===== config.mk =====
export PLATFORM = sky130hd
export DESIGN_NAME = apb_otp_keystore
export DESIGN_NICKNAME = d
export VERILOG_FILES = /design/src/rtl/apb_otp_pkg.sv /design/src/rtl/otp_key_bank.sv /design/src/rtl/apb_otp_keystore.sv
export SDC_FILE = /design/constraint.sdc
export NUM_CORES = 1
export LEC_CHECK = 0
export BUFFER_PORTS_ARGS = -buffer_cell sky130_fd_sc_hd__buf_4
export CAP_MARGIN = 20
export CORE_MARGIN = 2
export CORE_UTILIZATION = 40
export DETAILED_ROUTE_END_ITERATION = 6
export GPL_TIMING_DRIVEN = 0
export SYNTH_ARGS = -nofsm -noshare
export SYNTH_HDL_FRONTEND = slang
export SYNTH_HIERARCHICAL = 1
export SYNTH_SLANG_ARGS = --single-unit

===== constraint.sdc =====
create_clock -name pclk -period 2.93 [get_ports pclk]
set_input_delay 0.293 -clock pclk [delete_from_list [all_inputs] [get_ports pclk]]
set_output_delay 0.293 -clock pclk [all_outputs]
set_load 0.01 [all_outputs]

===== src/rtl/apb_otp_pkg.sv =====
// Shared constants for the APB one-time-pad keystore: register map, CTRL/STATUS
// field positions and the controller state encoding.
package apb_otp_pkg;

    localparam logic [31:0] AddrData   = 32'h10;
    localparam logic [31:0] AddrCtrl   = 32'h11;
    localparam logic [31:0] AddrStatus = 32'h12;
    localparam logic [31:0] AddrResult = 32'h13;

    localparam int unsigned CtrlSelLsb   = 0;
    localparam int unsigned CtrlSelW     = 4;
    localparam int unsigned CtrlLockBit  = 4;
    localparam int unsigned CtrlZeroBit  = 5;
    localparam int unsigned StatDoneBit  = 2;
    localparam int unsigned StatValidLsb = 16;

    typedef enum logic [1:0] {
        StIdle = 2'd0,
        StBusy = 2'd1,
        StDone = 2'd2,
        StZero = 2'd3
    } otp_state_e;

endpackage


===== src/rtl/otp_key_bank.sv =====
// Key slot storage with valid bits, single-slot clear and a one-slot-per-cycle
// zeroize sweep. A clear or sweep of a slot wins over a write to it.
module otp_key_bank
    import apb_otp_pkg::*;
#(
    parameter int unsigned WIDTH    = 128,
    parameter int unsigned NUM_KEYS = 4
) (
    input  logic                               clk_i,
    input  logic                               rst_ni,
    input  logic                               we_i,
    input  logic [CtrlSelW-1:0]                widx_i,
    input  logic [WIDTH-1:0]                   wdata_i,
    input  logic                               clr_i,
    input  logic [CtrlSelW-1:0]                clr_idx_i,
    input  logic                               sweep_start_i,
    input  logic                               sweep_i,
    output logic                               sweep_last_o,
    output logic [NUM_KEYS-1:0][WIDTH-1:0]     keys_o,
    output logic [NUM_KEYS-1:0]                valid_o
);

    logic [NUM_KEYS-1:0][WIDTH-1:0] key_q, key_d;
    logic [NUM_KEYS-1:0]            valid_q, valid_d;
    logic [CtrlSelW-1:0]            zcnt_q, zcnt_d;

    always_comb begin
        key_d   = key_q;
        valid_d = valid_q;
        zcnt_d  = zcnt_q;
        for (int i = 0; i < NUM_KEYS; i++) begin
            if (we_i && widx_i == CtrlSelW'(i)) begin
                key_d[i]   = wdata_i;
                valid_d[i] = 1'b1;
            end
            if ((clr_i && clr_idx_i == CtrlSelW'(i)) || (sweep_i && zcnt_q == CtrlSelW'(i))) begin
                key_d[i]   = '0;
                valid_d[i] = 1'b0;
            end
        end
        if (sweep_start_i) begin
            zcnt_d = '0;
        end else if (sweep_i) begin
            zcnt_d = zcnt_q + CtrlSelW'(1);
        end
    end

    always_ff @(posedge clk_i or negedge rst_ni) begin
        if (!rst_ni) begin
            key_q   <= '0;
            valid_q <= '0;
            zcnt_q  <= '0;
        end else begin
            key_q   <= key_d;
            valid_q <= valid_d;
            zcnt_q  <= zcnt_d;
        end
    end

    assign sweep_last_o = sweep_i && (zcnt_q == CtrlSelW'(NUM_KEYS - 1));
    assign keys_o       = key_q;
    assign valid_o      = valid_q;

endmodule


===== src/rtl/apb_otp_keystore.sv =====
// APB keystore XORing a data word with a single-use key, one LANE slice per cycle.
// Define APB_OTP_PSLVERR_EN to report rejected accesses on pslverr.
module apb_otp_keystore
    import apb_otp_pkg::*;
#(
    parameter int unsigned WIDTH    = 128,
    parameter int unsigned NUM_KEYS = 4,
    parameter int unsigned LANE     = 32
) (
    input  logic             pclk,
    input  logic             preset_n,
    input  logic [31:0]      paddr,
    input  logic             psel,
    input  logic             penable,
    input  logic             pwrite,
    input  logic [2:0]       pprot,
    input  logic [WIDTH-1:0] pwdata,
    output logic [WIDTH-1:0] prdata,
    output logic             pready,
    output logic             pslverr,
    output logic             busy
);

    localparam int unsigned NLanes = WIDTH / LANE;
    localparam int unsigned LaneW  = (NLanes > 1) ? $clog2(NLanes) : 1;

    otp_state_e                     state_q, state_d;
    logic [LaneW-1:0]               lane_q, lane_d;
    logic [WIDTH-1:0]               data_q, data_d, result_q, result_d;
    logic [CtrlSelW-1:0]            run_sel_q, run_sel_d, sel_q, sel_d;
    logic                           lock_q, lock_d;
    logic [NUM_KEYS-1:0][WIDTH-1:0] keys;
    logic [NUM_KEYS-1:0]            valid;
    logic [WIDTH-1:0]               run_key, rd_data;
    logic                           sel_valid, acc, err;
    logic                           key_we, data_we, ctrl_we, res_rd, done_clr, sweep_start;
    logic                           sweep_last;
    logic                           unused_prot;

    assign unused_prot = pprot[2];
    assign acc         = psel & penable & preset_n;

    always_comb begin
        run_key   = '0;
        sel_valid = 1'b0;
        for (int i = 0; i < NUM_KEYS; i++) begin
            if (run_sel_q == CtrlSelW'(i)) run_key = keys[i];
            if (sel_q == CtrlSelW'(i)) sel_valid = valid[i];
        end
    end

    // Access decode: rd_data is only populated for accepted reads.
    always_comb begin
        err     = 1'b0;
        key_we  = 1'b0;
        data_we = 1'b0;
        ctrl_we = 1'b0;
        res_rd  = 1'b0;
        rd_data = '0;
        if (acc) begin
            if (state_q == StZero) begin
                err = 1'b1;
            end else if (paddr < 32'(NUM_KEYS)) begin
                if (pwrite && pprot[0] && !pprot[1] && !lock_q) key_we = 1'b1;
                else err = 1'b1;
            end else begin
                case (paddr)
                    AddrData: begin
                        if (pwrite && state_q == StIdle && sel_valid) data_we = 1'b1;
                        else err = 1'b1;
                    end
                    AddrCtrl: begin
                        if (!pwrite) begin
                            rd_data[CtrlSelLsb +: CtrlSelW] = sel_q;
                            rd_data[CtrlLockBit]            = lock_q;
                        end else if (32'(pwdata[CtrlSelLsb +: CtrlSelW]) >= 32'(NUM_KEYS)) begin
                            err = 1'b1;
                        end else begin
                            ctrl_we = 1'b1;
                        end
                    end
                    AddrStatus: begin
                        if (pwrite) begin
                            err = 1'b1;
                        end else begin
                            rd_data[1:0]                         = state_q;
                            rd_data[StatDoneBit]                 = (state_q == StDone);
                            rd_data[StatValidLsb +: NUM_KEYS]    = valid;
                        end
                    end
                    AddrResult: begin
                        if (!pwrite && state_q == StDone && !pprot[1]) begin
                            res_rd  = 1'b1;
                            rd_data = result_q;
                        end else begin
                            err = 1'b1;
                        end
                    end
                    default: err = 1'b1;
                endcase
            end
        end
    end

    always_comb begin
        state_d     = state_q;
        lane_d      = lane_q;
        data_d      = data_q;
        result_d    = result_q;
        run_sel_d   = run_sel_q;
        sel_d       = sel_q;
        lock_d      = lock_q;
        done_clr    = 1'b0;
        sweep_start = 1'b0;
        if (ctrl_we) begin
            sel_d  = pwdata[CtrlSelLsb +: CtrlSelW];
            lock_d = lock_q | pwdata[CtrlLockBit];
        end
        unique case (state_q)
            StIdle: begin
                if (data_we) begin
                    data_d    = pwdata;
                    run_sel_d = sel_q;
                    result_d  = '0;
                    lane_d    = '0;
                    state_d   = StBusy;
                end
            end
            StBusy: begin
                for (int l = 0; l < NLanes; l++) begin
                    if (lane_q == LaneW'(l)) begin
                        result_d[l*LANE +: LANE] = data_q[l*LANE +: LANE] ^ run_key[l*LANE +: LANE];
                    end
                end
                if (lane_q == LaneW'(NLanes - 1)) begin
                    lane_d   = '0;
                    state_d  = StDone;
                    done_clr = 1'b1;
                end else begin
                    lane_d = lane_q + LaneW'(1);
                end
            end
            StDone: begin
                if (res_rd) begin
                    result_d = '0;
                    data_d   = '0;
                    state_d  = StIdle;
                end
            end
            StZero: begin
                if (sweep_last) state_d = StIdle;
            end
            default: state_d = StIdle;
        endcase
        // Zeroize aborts any run; the sweep clears the in-use slot as well.
        if (ctrl_we && pwdata[CtrlZeroBit]) begin
            state_d     = StZero;
            data_d      = '0;
            result_d    = '0;
            lane_d      = '0;
            done_clr    = 1'b0;
            sweep_start = 1'b1;
        end
    end

    always_ff @(posedge pclk or negedge preset_n) begin
        if (!preset_n) begin
            state_q   <= StIdle;
            lane_q    <= '0;
            data_q    <= '0;
            result_q  <= '0;
            run_sel_q <= '0;
            sel_q     <= '0;
            lock_q    <= 1'b0;
        end else begin
            state_q   <= state_d;
            lane_q    <= lane_d;
            data_q    <= data_d;
            result_q  <= result_d;
            run_sel_q <= run_sel_d;
            sel_q     <= sel_d;
            lock_q    <= lock_d;
        end
    end

    otp_key_bank #(
        .WIDTH    (WIDTH),
        .NUM_KEYS (NUM_KEYS)
    ) u_key_bank (
        .clk_i         (pclk),
        .rst_ni        (preset_n),
        .we_i          (key_we),
        .widx_i        (paddr[CtrlSelW-1:0]),
        .wdata_i       (pwdata),
        .clr_i         (done_clr),
        .clr_idx_i     (run_sel_q),
        .sweep_start_i (sweep_start),
        .sweep_i       (state_q == StZero),
        .sweep_last_o  (sweep_last),
        .keys_o        (keys),
        .valid_o       (valid)
    );

    assign pready = psel & penable;
    assign prdata = rd_data;
    assign busy   = (state_q == StBusy) || (state_q == StZero);
`ifdef APB_OTP_PSLVERR_EN
    assign pslverr = err;
`else
    assign pslverr = 1'b0;
`endif

endmodule


# After elaboration in Yosys (flattened, before gate mapping)
# Cells that the tools add are included.
[totals]
out_inout_bits = 131
input_bits = 168
elab_cells = 192
reg_bits = 789
[classes]
n_reduce_logical = 50
magnitude_cmp = 2
bitwise = 7
n_mux = 83
n_eq_ne = 29
addsub = 2
[ops]
columns = ["operator", "count"]
rows = [
  ["$mux W128", 21],
  ["$pmux W128 S3", 1],
  ["$pmux W128 S2", 1],
  ["$eq A32 B5 Y1 const B", 4],
  ["$mux W32", 4],
  ["$xor A32 B32 Y32", 4],
  ["$mux W108", 1],
  ["$mux W1", 36],
  ["$eq A4 B2 Y1 const B", 8],
  ["$lt A32 B3 Y1 const B", 1],
  ["$logic_and A1 B1 Y1", 20],
  ["$reduce_and A4 Y1", 5],
  ["$eq A4 B1 Y1 const B", 4],
  ["$logic_not A4 Y1", 4],
  ["$mux W2", 8],
  ["$ne A3 B3 Y1 const B", 5],
  ["$mux W4", 3],
  ["$mux W11", 1],
  ["$reduce_bool A2 Y1", 5],
  ["$pmux W3 S3", 1],
  ["$eq A2 B2 Y1 const B", 4],
  ["$pmux W2 S2", 2],
  ["$pmux W2 S4", 1],
  ["$pmux W4 S2", 1],
  ["16 further kinds", 28],
]

# Depth between registers and ports, before layout
# Gate-level depths: netlist of run 1.
[logic_depth]
ltp_word = 14
ltp_mapped = 13
mapped_depth_nobuf = 7

# Hierarchy
# Netlist of run 1, hierarchy kept.
[modules_own_cells]
columns = ["module", "n_inst", "cells_each", "area_each_um2", "seq_area_each_um2"]
rows = [
  ["otp_key_bank", 1, 2376, 22226.3, 13012.5],
  ["apb_otp_keystore", 1, 1708, 17202.7, 6731.5],
]

# Worst setup path before layout of run 1
# No wires, ideal clock.
[synth_path]
kind = "in2reg"
start = "in paddr[5]"
end = "reg u_key_bank.key_q, in the netlist u_key_bank/keys_o[492]"
setup_ns = 0.078
cell_stages = 11
required_time_ns = 2.852
t_arrival_ns = 2.846
path_buffers = 4
setup_slack_ns = 0.006
path_cell_list = "nor4b_1 > and4_1 > a41oi_1 > clkbuf_1 > buf_1 > and2_1 > nor4bb_1 > a21o_1 > buf_2 > clkbuf_1 > a21oi_1"
[synth_between]
elab_chain_cells = 10
word_cells_on_any_way = 16
classes_between = "order compare: 1; eq/ne: 1; mux: 9; reduce/logical: 5"
[synth_lines]
columns = ["element", "line", "rtl"]
rows = [
  ["start: declaration", "apb_otp_keystore.sv:12", "input logic [31:0] paddr,"],
  ["parallel branches: the longest is 2 deep, another holds $lt A32 B3 Y1", "-", ""],
  ["$mux W1 (*)", "apb_otp_keystore.sv:63", "end else if (paddr < 32'(NUM_KEYS)) begin"],
  ["$mux W1 (*)", "apb_otp_keystore.sv:61", "if (state_q == StZero) begin"],
  ["$mux W1 (*)", "apb_otp_keystore.sv:60", "if (acc) begin"],
  ["$logic_and A1 B1 Y1 (*)", "apb_otp_keystore.sv:156", "if (ctrl_we && pwdata[CtrlZeroBit]) begin"],
  ["$mux W1 (*)", "apb_otp_keystore.sv:156", ""],
  ["net done_clr", "apb_otp_keystore.sv:36", "logic key_we, data_we, ctrl_we, res_rd, done_clr, sweep_start;"],
  ["$logic_and A1 B1 Y1 (*)", "otp_key_bank.sv:36", "if ((clr_i && clr_idx_i == CtrlSelW'(i)) || (sweep_i && zcnt_q == CtrlSelW'(i))) begin"],
  ["$logic_or A1 B1 Y1 (*)", "otp_key_bank.sv:36", ""],
  ["$mux W128 / $reduce_bool A2 Y1 (equally long branches)", "-", ""],
  ["end signal: assignment", "otp_key_bank.sv:54", "key_q <= key_d;"],
  ["end: declaration", "otp_key_bank.sv:23", "logic [NUM_KEYS-1:0][WIDTH-1:0] key_q, key_d;"],
]
# Mark *: on every way through the listed nets, which the timed path passes.
# A chain may end at the register's enable or synchronous reset.

# Final worst setup path of run 1
[layout_path]
start = "reg state_q[0]"
end = "out prdata[56]"
[layout_between]
elab_chain_cells = 8
word_cells_on_any_way = 9
classes_between = "eq/ne: 2; mux: 5; reduce/logical: 2"
[layout_lines]
columns = ["element", "line", "rtl"]
rows = [
  ["start: declaration", "apb_otp_keystore.sv:27", "otp_state_e state_q, state_d;"],
  ["start signal: assignment", "apb_otp_keystore.sv:168", "state_q <= StIdle;"],
  ["start signal: assignment", "apb_otp_keystore.sv:176", "state_q <= state_d;"],
  ["$eq A2 B2 Y1", "apb_otp_keystore.sv:92", "if (!pwrite && state_q == StDone && !pprot[1]) begin"],
  ["$logic_and A1 B1 Y1 (2 in series)", "apb_otp_keystore.sv:92", ""],
  ["$mux W128", "apb_otp_keystore.sv:92", ""],
  ["$mux W108", "apb_otp_keystore.sv:67", "case (paddr)"],
  ["$mux W128", "apb_otp_keystore.sv:63", ""],
  ["$mux W128 (*)", "apb_otp_keystore.sv:61", ""],
  ["$mux W128 (*)", "apb_otp_keystore.sv:60", ""],
  ["end: declaration", "apb_otp_keystore.sv:18", "output logic [WIDTH-1:0] prdata,"],
]
# Every way passes the cells marked *; elsewhere a longest branch is shown, timed or not.

==> summary.md, run 1 <==
| Metric | Value |
|---|---|
| CP max FO | `7` |
| Peak VDD IR | `0.360 mV` |
| Compound-gate portion of the synthesized area | `19.3%` |
| Unique masters post-synth | `55` |
| Initial DRC count | `4016` |
| Worst setup EP type | `output port` |
| Area leader, netlist | `dfrtp_1` |
| Clock tree from TritonCTS | `yes` |
| CTS sink cnt | `789` |
| CP bufs+invs | `3` |
| WS Path Type | `reg -> out` |
| Gate power share | `5.4%` |
| Ys async rst share | `100%` |
| DRT Pass-1 Iters | `7` |
| Net Sw Frac | `23.6%` |
| Highest clock rate | `340 MHz` |
| Synth top area share | `50.1%` |
| GPL Wtd Cong | `0.893` |
| Finished Cell Area | `50800 um2` |
| Worst EP arrival | `2.65 ns` |
| Die Ht | `318 um` |
| Syn nets | `4260` |
| Crit-path slowest cell | `or4_4` |
| Die area | `101000 um2` |
| Simple-Gate Fraction of Synth Area | `13.6%` |
| Reg power frac | `46.3%` |
| Seq cells post-synth | `789` |
| Net Switching | `5.57 mW` |
| Clock tree skew after final layout | `0.0238 ns` |
| Cell with the most instances after synthesis | `dfrtp_1` |
| DRC violations left | `0` |
| Final worst slack | `-0.0145 ns` |
| Max-cap violations | `0` |
| Crit path time final | `2.94 ns` |
| Synth top area cells | `dfrtp_1 50%, nand3_1 8.1%, mux4_2 7.4%, a21oi_1 6.6%, o21ai_0 3.5%` |
| Total CTS buffers | `88` |
| Vias in the first global route | `36700` |
| Initial antenna violation count | `4` |
| Clock share of power | `48.3%` |
| Mapped Area | `39400 um2` |
| Post-synthesis adder-cell area fraction | `0.254%` |
| Core Region | `98000 um2` |
| DR WL/cell | `25.7 um` |
| Synth warn | `6` |
| Vias | `36600` |
| Pwr dens | `464 nW/um2` |
| Crit path depth | `6` |
| Slew Limit Fails | `0` |
| DP Area | `43500 um2` |
| Hold Crit Class | `in -> reg` |
| Nets | `4843` |
| CP peak stage delay | `0.46 ns` |
| Largest family of logic cells by synthesized area | `compound AO/OA/AOI/OAI gates` |
| Final hold viol count | `0` |
| Pwr Total | `23.6 mW` |
| Worst skew pair latency | `0.65 ns` |
| Post-Synth XOR/XNOR Area | `2.91%` |
| Tot GR Track Use | `30.0%` |
| Cell mode on critical path | `clkbuf_16` |
| H-Tree Depth | `3` |
| Cell Int Power | `18.0 mW` |
| FF-to-FF path depth | `7` |
| Site Rows | `115` |
| Final period util | `100%` |
| P&R area growth vs syn | `28.8%` |
| Final ANT Viol Nets | `0` |
| Starting Density | `40.2%` |
| Synthesized area per cell | `9.65 um2` |
| CTS Buffer Depth | `3` |
| Post-DP HPWL | `106000 um` |
| GRT Residual Overflow | `0` |
| I/O pin total | `299` |
| RSZ-0062 raised after global routing | `yes` |
| First-pass GRT wire length | `233000 um` |
| Share of layout cells above drive strength 1 | `23.4%` |
| Largest net degree at the start of global routing | `110` |
| Root Buffer | `clkbuf_16` |
| Total Wirelength | `155000 um` |
| CP startpoint kind | `register` |
| LEAKAGE | `21.0 nW` |
| Delay-heaviest family, CP | `simple AND/OR/NAND/NOR gates` |
| Slew @ Worst Pin | `1.24 ns` |
| Critical-path cell list | `nand2b_4, or4_4, clkbuf_16, clkbuf_16, nor3_4, buf_6` |
| Cell Count Post-Placement | `5675` |
| Vias per cell | `6.07` |
| Req. time, crit path | `2.64 ns` |
| Cell Count, Final, Fillers Out | `6026` |
| Top post-synthesis cells by count | `789 x dfrtp_1, 642 x nand3_1, 518 x a21oi_1, 273 x o21ai_0, 269 x nand2_1` |
| EDFF count, synth | `0` |
| Register area share after synthesis | `50.1%` |
| Slew margin rel. | `17.5%` |
| Mux cell area share after synthesis | `7.51%` |
| Setup-failing EPs final | `2` |
| Run status | `complete, but fails checks` |
| Synthesized instance count | `4084` |
| Die Wd | `318 um` |
| Fin util | `51.8%` |
| Reg clk slew, reported paths | `0.06 ns` |
| Failing checks | `setup timing` |
| Most common flop cell mapped by yosys | `dfrtp_1` |
| Port bufs | `296` |
| Hold Path Stages | `4` |
-- area by class of cell --
type	count	area, um2
inverter	138	518
sequential	789	19700
fill	8924	47200
antenna	6	15.0
clock buffer	133	2660
clock inverter	23	267
multi-input combinational	2701	18300
buffer	448	2930
timing repair buffer	501	4710
tap	1287	1610
-- path summary, 6_finish.rpt --
check / from / endpoint / slack, ns
setup / recovery: state_q[0] / prdata[56] / -0.01
hold / removal: pwrite / sel_q[3] / 0.23
setup reg to reg: run_sel_q[1] / result_q[66] / 0.05
hold reg to reg: lock_q / lock_q / 0.49
max in group asynchronous: preset_n / u_key_bank/keys_o[232] / 1.26
min in group asynchronous: preset_n / u_key_bank/keys_o[445] / 0.31
-- per-stage QoR --
stage | worst slack, ns | setup TNS, ns | hold WS (ns)
final | -0.0145 | -0.0243 | 0.231
after CTS | -0.103 | -0.209 | 0.183
after global routing | -0.0723 | -0.189 | 0.252
after global placement | -10.32 | - | 0.470
after detailed placement | -3.48 | -2328.68 | 0.435
after floorplan | 0.00635 | 0 | -0.00259
-- flip-flops by register name (all words and copies together), names as in the netlist --
signal,cells
u_key_bank/keys_o,512
data_q,128
result_q,128
run_sel_q,4
sel_q,4
u_key_bank/valid_o,4
u_key_bank/zcnt_q,4
lane_q,2
state_q,2
lock_q,1
-- tightest hold or removal path, cell delays in order --
cell and delay, ns:
buf_4 0.13, or4b_2 0.21, or3_1 0.10, and2_1 0.11
-- power by group through the flow --
stage	logic, mW	clock network (mW)	registers (mW)
2_1_floorplan	0.204	0	11.1
3_3_place_gp	0.973	0	11.1
3_5_place_dp	1.01	0	11.1
4_1_cts	1.24	11.5	10.9
5_1_grt	1.34	12.0	10.9
6_report	1.27	11.4	10.9
-- kinds of logic after synthesis --
kind of cell | Yosys count
xor+xnor | 131
buf+inv | 594
other cells | 1
compound gates | 1314
mux | 134
fa+ha+maj | 8
simple gates | 1113
flops | 789
-- per-layer routing --
| layer | vias up | part of all wire (%) | global-route usage (%) |
|---|---|---|---|
| met5 | - | 0 | 0 |
| li1 | 16000 | - | - |
| met3 | 381 | 8.9 | 6.85 |
| met2 | 1822 | 46 | 47.4 |
| met4 | 0 | 5.2 | 14.7 |
| met1 | 18300 | 40 | 39.0 |
-- placed cells by master, fill, tap and decap left out, types with 99 or more instances in the layout --
cell / Yosys / final
a21oi_1: 518 / 501
a22o_1: 130 / 129
buf_4: 7 / 383
clkbuf_1: 221 / 174
clkbuf_16: 0 / 99
dfrtp_1: 789 / 788
dlygate4sd3_1: 0 / 138
inv_1: 137 / 137
mux4_2: 129 / 129
nand2_1: 269 / 268
nand3_1: 642 / 641
o21ai_0: 273 / 262
o21ai_1: 241 / 173
o221ai_1: 128 / 128
xnor2_1: 129 / 129
-- repair_timing --
action | in CTS | in global routing
buffers inserted | 27 | 13
endpoints found under the hold margin | 947 | 0
gates cloned | 11 | 2
endpoints found under the setup margin | 907 | 737
resized for setup | 362 | 291
pin swaps | 5 | 12
hold buffers | 142 | 0
(Power assumes the default switching activity.)
==> run 2: changes to the inputs <==
--- a/config.mk
+++ b/config.mk
@@ -7,10 +7,13 @@
 export LEC_CHECK = 0
 export BUFFER_PORTS_ARGS = -buffer_cell sky130_fd_sc_hd__buf_4
 export CAP_MARGIN = 20
-export CORE_MARGIN = 2
+export CELL_PAD_IN_SITES_DETAIL_PLACEMENT = 1
+export CELL_PAD_IN_SITES_GLOBAL_PLACEMENT = 1
 export CORE_UTILIZATION = 40
+export CTS_CLUSTER_DIAMETER = 200
 export DETAILED_ROUTE_END_ITERATION = 6
 export GPL_TIMING_DRIVEN = 0
+export PLACE_DENSITY_LB_ADDON = 0.1
 export SYNTH_ARGS = -nofsm -noshare
 export SYNTH_HDL_FRONTEND = slang
 export SYNTH_HIERARCHICAL = 1
==> summary.md, run 2 (synthesized netlist as in run 1, its figures left out) <==
| Metric | Value |
|---|---|
| GPL Wtd Cong | `0.871 (-2.5%)` |
| Final worst slack | `-0.135 ns (-0.120 ns)` |
| DR WL/cell | `28.3 um (+9.8%)` |
| Setup-failing EPs final | `307 (+305)` |
| Cell mode on critical path | `buf_6` |
| CP max FO | `6 (-1)` |
| Multi-input logic area | `18400 um2 (+0.56%)` |
| LEAKAGE | `21.4 nW (+2.0%)` |
| Largest net degree at the start of global routing | `112 (+1.8%)` |
| Worst EP arrival | `2.77 ns (+0.12 ns)` |
| Total CTS buffers | `92 (+4.5%)` |
| CP bufs+invs | `2 (-1)` |
| RSZ-0062 raised after global routing | `yes` |
| Pwr dens | `460 nW/um2 (-0.78%)` |
| Max reg flops | `512 (unchanged)` |
| CP startpoint kind | `register` |
| Hold Crit Class | `in -> reg` |
| WS Path Type | `reg -> out` |
| Slew @ Worst Pin | `1.10 ns (-0.138 ns)` |
| Die Ht | `316 um (-0.63%)` |
| Root Buffer | `clkbuf_16` |
| Final period util | `105% (+4.1 points)` |
| Highest clock rate | `326 MHz (-3.9%)` |
| Vias | `37000 (+1.3%)` |
| Crit-path slowest cell | `or4_4` |
| DRT Pass-1 Iters | `7 (unchanged)` |
| Post-DP HPWL | `114000 um (+8.3%)` |
| Slew margin rel. | `26.7% (+9.2 points)` |
| Reg clk slew, reported paths | `0.06 ns (about the same)` |
| Clock tree skew after final layout | `0.0312 ns (+0.00738 ns)` |
| Fillers | `10700 (+20%)` |
| Core Region | `97100 um2 (-0.87%)` |
| Peak VDD IR | `0.383 mV (+6.4%)` |
| Hold Startpoint | `pwdata[2]` |
| DP Area | `43600 um2 (+0.16%)` |
| Vias in the first global route | `38200 (+4.3%)` |
| Reg2reg start | `state_q[1]` |
| Total Wirelength | `170000 um (+9.5%)` |
| WL met2 | `79800 um (+11%)` |
| Worst setup EP type | `output port` |
| Critical-path cell list | `nand2b_4, or4_4, nor3_4, buf_6, a222oi_1, nor2_2, buf_6` |
| Port bufs | `296 (unchanged)` |
| DRC violations left | `0 (unchanged)` |
| Worst skew pair latency | `0.68 ns (+0.03 ns)` |
| Delay-heaviest family, CP | `simple AND/OR/NAND/NOR gates` |
| Tot GR Track Use | `33.3% (+3.2 points)` |
| CP peak stage delay | `0.53 ns (+0.07 ns)` |
| Highest metal used | `met5` |
| Share of layout cells above drive strength 1 | `23.1% (-0.33 points)` |
| Nets | `4841 (-0.041%)` |
| Final ANT Viol Nets | `0 (unchanged)` |
| I/O pin total | `299 (unchanged)` |
| Pwr Total | `23.6 mW (about the same)` |
| Max-cap violations | `0 (unchanged)` |
| CTS Buffer Depth | `3 (unchanged)` |
| Final hold viol count | `0 (unchanged)` |
| Commonest non-fill, non-tap cells in the layout | `787 x dfrtp_1, 641 x nand3_1, 488 x a21oi_1` |
| Clock tree from TritonCTS | `yes` |
| Crit path time final | `3.06 ns (+0.120 ns)` |
| Crit path from | `state_q[0]` |
| Starting Density | `40.6% (+0.35 points)` |
| Initial antenna violation count | `7 (+3)` |
| First-pass GRT wire length | `249000 um (+7.1%)` |
| Vias per cell | `6.16 (+1.5%)` |
| Most common cell after layout, fill and taps aside | `dfrtp_1` |
| P&R area growth vs syn | `29.8%` |
| Failing checks | `setup timing` |
| Met3 routed WL | `11500 um (-17%)` |
| H-Tree Depth | `3 (unchanged)` |
| Finished Cell Area | `51200 um2 (+0.79%)` |
| Site Rows | `114 (-0.87%)` |
| Sequential cell area | `19700 um2 (about the same)` |
| Run status | `complete, but fails checks` |
| CTS sink cnt | `789 (unchanged)` |
| Die Wd | `316 um (-0.63%)` |
| Wl on met1 | `71100 um (+15%)` |
| Die area | `99800 um2 (-1.3%)` |
| Req. time, crit path | `2.64 ns (about the same)` |
| Slew Limit Fails | `0 (unchanged)` |
| GRT Residual Overflow | `0 (unchanged)` |
| Initial DRC count | `3107 (-23%)` |
==> run 2: metrics by stage <==
stage	hold slack (ns)	setup slack, ns	setup TNS, ns	utilization, %	instances
final	0.185	-0.135	-6.69	52.7	6013
after global routing	0.171	-0.129	-31.11	52.7	6012
after CTS	0.116	-0.158	-8.89	51.1	5993
after detailed placement	0.166	-2.61	-1516.46	44.8	5669
after global placement	0.497	-10.43	-	44.5	5656
after floorplan	-0.00259	0.00635	0	-	4084
==> run 2: tightest hold or removal path: cells and delay by family <==
family / cells / cell delay, ns
and+or+nand+nor: 3 / 0.39
buffers and inverters: 1 / 0.14
==> run 2: path summary, 6_finish.rpt <==
path / endpoint / slack, ns / depth (start not counted)
worst min-delay path: sel_q[2] / 0.19 / 4
max in group asynchronous: data_q[73] / 0.77 / 8
min in group asynchronous: result_q[3] / 0.56 / 6
worst max-delay path: prdata[0] / -0.13 / 7
worst min register to register: data_q[48] / 0.52 / 1
worst max register to register: u_key_bank/keys_o[373] / -0.07 / 11
==> run 2: timing repair <==
| item | CTS | global route |
|---|---|---|
| hold endpoints to repair | 887 | 0 |
| endpoints found under the setup margin | 797 | 692 |
| resized for setup | 399 | 384 |
| hold buffers | 135 | 0 |
| setup buffers | 18 | 8 |
| pin swaps | 26 | 44 |
| gates cloned | 8 | 16 |
==> run 2: power breakdown <==
group / leakage [nW] / total [mW] / switching (mW) / internal [mW]
clock: 1.43 / 11.4 / 4.79 / 6.64
sequential: 11.0 / 10.9 / 0.000000000328 / 10.9
combinational: 8.95 / 1.22 / 0.853 / 0.369
==> run 2: routing by layer <==
metal,GRT usage (%),vias up
met5,0,-
met4,14.4,2
met3,6.46,318
met2,52.6,1389
met1,44.5,19300
li1,-,16000
==> run 2: area by class of cell <==
class                   instances  share of cell area [%]
flip-flops and latches        789                    38.6
diodes                          1                 0.00489
well taps                    1276                    3.12
inverters                     138                    1.01
clock inverters                14                   0.306
multi-input cells            2701                    36.0
plain buffers                 451                    6.14
clock buffers                 151                    5.38
repair buffers                492                    9.44
